==> src/rtl/first_counter_checker_sat_counter.sv <==
// Saturating statistics counter: holds at all-ones, clr has priority over inc.
module sat_counter #(
    parameter int CNT_W = 8
) (
    input  logic             clock,
    input  logic             reset,
    input  logic             inc,
    input  logic             clr,
    output logic [CNT_W-1:0] value
);

    logic [CNT_W-1:0] value_r;

    // Count register with synchronous clear and saturation at all-ones.
    always_ff @(posedge clock or negedge reset) begin
        if (!reset) begin
            value_r <= '0;
        end else if (clr) begin
            value_r <= '0;
        end else if (inc && (value_r != {CNT_W{1'b1}})) begin
            value_r <= value_r + CNT_W'(1);
        end
    end

    assign value = value_r;

endmodule

==> config.mk <==
export PLATFORM = sky130hd
export DESIGN_NAME = sat_counter
export DESIGN_NICKNAME = d
export VERILOG_FILES = /design/src/rtl/first_counter_checker_sat_counter.sv
export SDC_FILE = /design/constraint.sdc
export NUM_CORES = 1
export LEC_CHECK = 0
export BUFFER_PORTS_ARGS = -buffer_cell sky130_fd_sc_hd__buf_2
export CORE_UTILIZATION = 30
export DETAILED_ROUTE_END_ITERATION = 8
export HOLD_SLACK_MARGIN = 0.15
export SETUP_SLACK_MARGIN = 0.2
export SLEW_MARGIN = 5
export SYNTH_ARGS = -nofsm -noshare
export SYNTH_HDL_FRONTEND = slang
export SYNTH_SLANG_ARGS = --single-unit
==> constraint.sdc <==
create_clock -name clock -period 2.1 [get_ports clock]
set_clock_uncertainty 0.15 [all_clocks]
set_input_delay 0.105 -clock clock [delete_from_list [all_inputs] [get_ports clock]]
set_output_delay 0.105 -clock clock [all_outputs]
set_load 0.05 [all_outputs]
Word level (Yosys, flattened, before mapping)
Cells that the tools add are included.

Flip-flop bits (word level): 8. Bits of input ports: 4. Output and inout port bits: 8.

Add/subtract/negate cells: 1. Equality and inequality tests: 1. Muxes and demuxes: 2. Reduce and logical (&&, ||, !) cells: 2.

Operators with widths (number): 2-to-1 mux 8 bit (2); adder 8 x 1 -> 8 bit, second input constant (1); != test 8 bit, second input constant (1); nonzero test 2 bit (1); logical AND 1 bit (1).

Longest topological paths before layout
Depth in word-level cells: 4. Mapped depth: 4. Gate-level depth less buffers: 4.

Worst setup path after synthesis
OpenSTA, ideal clock, no wires.

Path type: register -> register. Start: reg value_r[0] (netlist: value[0]). End: reg value_r[0] (netlist: value[0]). Library setup time: 125 ps. Arrival time: 1734 ps. Data required time: 1825 ps. Path slack: 91 ps. Cell stages (with the launch flop): 5. Path buffers: 0. Period minus slack after synthesis: 2009 ps. Cell sequence: dfrtp_1 ha_1 and4_2 a21boi_1 mux2_2.

Cells in the longest elaborated chain, start to end: 3. Elaborated cells on any way between the ends: 6. Classes of those cells: 1 x add/sub; 1 x eq/ne; 2 x mux; 2 x reduce/logical.

RTL lines: start, declared (line 12) `logic [CNT_W-1:0] value_r;`; start signal, assigned (line 21) `value_r <= value_r + CNT_W'(1);`; adder 8 x 1 -> 8 bit / != test 8 bit (equally long branches) (line 21, 20); 2-to-1 mux 8 bit / logical AND 1 bit (equally long branches) (line 20) `end else if (inc && (value_r != {CNT_W{1'b1}})) begin`; 2-to-1 mux 8 bit / nonzero test 2 bit (equally long branches).

Several ways; a longest one is shown, not always the timed one. The select of a mux whose other input is x is not followed. A chain may end at the register's enable or synchronous reset.

Worst setup path in the final report
Ends and elaborated chain as after synthesis.

==> flow_metrics.py <==
metrics = {
    "power": {
        "total_leakage_power_nw": 0.2702,
        "vdd_drop_max_v": 0.0003555,
        "p_per_area_mw_per_mm2": 564.7,
        "p_total_uw": 339.8,
    },
    "layout": {
        "n_antenna_cell": 0,
        "post_route_cells_drive_above_1_share": 0.3182,
        "syn_to_final_growth_pct": 29.65,
        "fillers": 153,
        "final_cell_area_sq_um": 601.8,
        "fin_cells": 81,
        "largest_reg_flops": 8,
        "utilization": 0.4405,
        "fin_nets": 72,
    },
    "clocking": {
        "cts.sinks": 8,
        "clockBufferDepth": 2,
        "cts_made_buffers": 3,
        "htree_num_levels": 1,
        "clock-root-buffer": "clkbuf_4",
        "postCtsSetupRepairBufs": 0,
        "clk_pin_slew_ps": 60,
        "clk_latency_ps": 260,
        "cts_tree": "done",
    },
    "yosys": {
        "synth_edf_count": 0,
        "synthDistinctLibCells": 28,
        "yosys_warnings": 0,
        "ys_ff_latch": 8,
        "synthFlopType": "dfrtp_1",
        "ys_seq_area_frac": 0.4313,
        "syn_area_sq_um": 464.2,
        "async_flop_share": 1.000,
        "syn_nets": 54,
        "avgSynthCellArea_sq_um": 9.473,
        "syn_inst": 49,
    },
    "job": {
        "max_cap_viol_count": 0,
    },
    "place": {
        "dpl.hpwl_um": 655.7,
        "post-place-ws_ps": 272.2,
        "place_inst": 73,
        "numPortBuffers": 11,
        "placed_cell_area_sq_um": 531.8,
        "gp_congestion": 0.7637,
    },
    "drt": {
        "wire_per_inst_um": 12.14,
        "viasPerCell": 5.185,
        "firstDrtPassIters": 2,
        "wl_um": 983,
        "drc": 0,
        "num_vias": 420,
        "ant_nets": 0,
        "drt-initial-drc-count": 3,
    },
    "critical_path": {
        "cpLargestDelayFamily": "flip-flops",
        "ff2ff_path_depth": 4,
        "cp_cell_sequence": "ha_1 > and4_2 > a21boi_2 > mux2_2",
        "slowest_stage": "dfrtp_2",
        "path_max_fanout": 7,
        "required_ps": 2100,
        "r2r_end": "value[0]",
        "endpoint_kind": "flop",
        "crit_buf_inv": 0,
        "start_kind": "flop",
        "cpPeakStageDelay_ps": 440,
        "setup.worst_path.class": "flop to flop",
        "arrival_ps": 1790,
        "r2r_slack_ps": 310,
        "r2r-start": "value[0]",
    },
    "min_path": {
        "hold_class": "flop to flop",
        "hp-start": "value[7]",
        "min_path_cells": 2,
        "holdPathEnd": "value[7]",
    },
    "timing": {
        "period_minus_slack_ps": 1791,
        "hold_slack_ps": 446.0,
        "timing.setup.tns_ps": 0,
        "hold_violations": 0,
        "rsz0062_at_grt": "no",
        "relSlewSlack": 0.7596,
        "setup_violations": 0,
        "setup_slack_ps": 308.6,
        "fin_crit_sh": 0.8530,
        "max_freq_mhz": 558.2,
        "slew_viol_final": 0,
        "worstMarginPinSlew_ps": 351.6,
    },
    "die": {
        "start_util": 0.3397,
        "die_y_um": 41.34,
        "row_count": 13,
        "io_pins": 12,
        "die_width_um": 41.34,
        "die_area_sq_mm": 0.001709,
        "core-area_sq_mm": 0.001366,
    },
    "global_route": {
        "grt_antenna_before_repair": 0,
        "grt_overflow": 0,
        "grt_pass1_vias": 371,
        "grt_usage": 0.1628,
        "grt_pass1_wl_um": 1642,
        "grt_max_degree": 12,
    },
    "outcome": {
        "status": "complete, no violations",
    },
}
[cells by family (layout without fill, tap and decap cells)]
group                      Yosys count  count (layout)  synth area share
AOI/OAI and AO/OA                    9               9            0.1267
adders and majority gates            1               1           0.02695
buffers and inverters                4              21           0.03503
DFF                                  8               8            0.4313
muxes                                3               3           0.07008
and+or+nand+nor                     24              24            0.3100
[where the power goes]
part / internal [mW] / switching, mW
Combinational: 0.0173 / 0.0289
Clock: 0.0730 / 0.0566
Sequential: 0.159 / 0.00546
Total: 0.249 / 0.0910
[cell type report]
cell class,count,area (sq um),area share
well taps,15,18.77,0.03119
repair buffers,15,95.09,0.1580
inverters,2,7.507,0.01247
clock buffers,4,26.28,0.04366
multi-input cells,37,251.5,0.4179
flip-flops and latches,8,202.7,0.3368
[timing repair]
| item | in CTS | in global routing |
|---|---|---|
| hold endpoints to repair | 16 | 0 |
| gates resized for setup | 0 | 1 |
| endpoints found under the setup margin | 0 | 1 |
| hold buffers | 4 | 0 |
[worst max-delay path by stage]
stage / startpoint / slack [ps] / end / depth (start not counted)
finish: value[0] / 310 / value[0] / 4
global route: value[0] / 240 / value[0] / 4
CTS: value[0] / 260 / value[0] / 4
detailed placement: value[0] / 270 / value[0] / 4
global placement: value[0] / 290 / value[0] / 4
floorplan: value[0] / 210 / value[0] / 4
[worst min-delay path, cell delays in order (launching register included)]
cell      delay [ps]
dfrtp_1          420
inv_1             70
a211oi_1          60
[layer usage]
metal  part of all wire  vias to the layer above  GRT usage
li1                   -                      215          -
met1               0.54                      191     0.1902
met2               0.39                       12     0.2266
met3              0.056                        2    0.09574
met4              0.011                        0    0.09677
met5                  0                        -          0
[synthesized netlist by cell type (all sizes together), types with 2 or more instances]
cell type,number,area share
nand2b,3,0.040
mux2,2,0.049
nor3,4,0.043
nand2,2,0.016
nor2b,3,0.040
a21oi,3,0.032
dfrtp,8,0.43
nand3,3,0.043
and4,2,0.040
inv,2,0.016
nor2,2,0.016
[placed cells by master (no fill, tap or decap)]
cell type      count
a2111oi_0          1
a211oi_1           1
a21boi_2           1
a21oi_1            3
a31oi_1            1
a41oi_1            1
and3_1             1
and4_1             1
and4_2             1
buf_2             11
clkbuf_1           1
clkbuf_4           3
dfrtp_1            6
dfrtp_2            2
dlygate4sd3_1      4
ha_1               1
inv_1              2
mux2_2             2
mux2i_1            1
nand2_1            2
nand2b_1           3
nand3_1            2
nand3_2            1
nand4_1            1
nor2_1             2
nor2b_1            3
nor3_1             4
nor3b_1            1
nor4_1             1
o21ai_0            1
or3_1              1
Power figures use the tool's default switching activity.
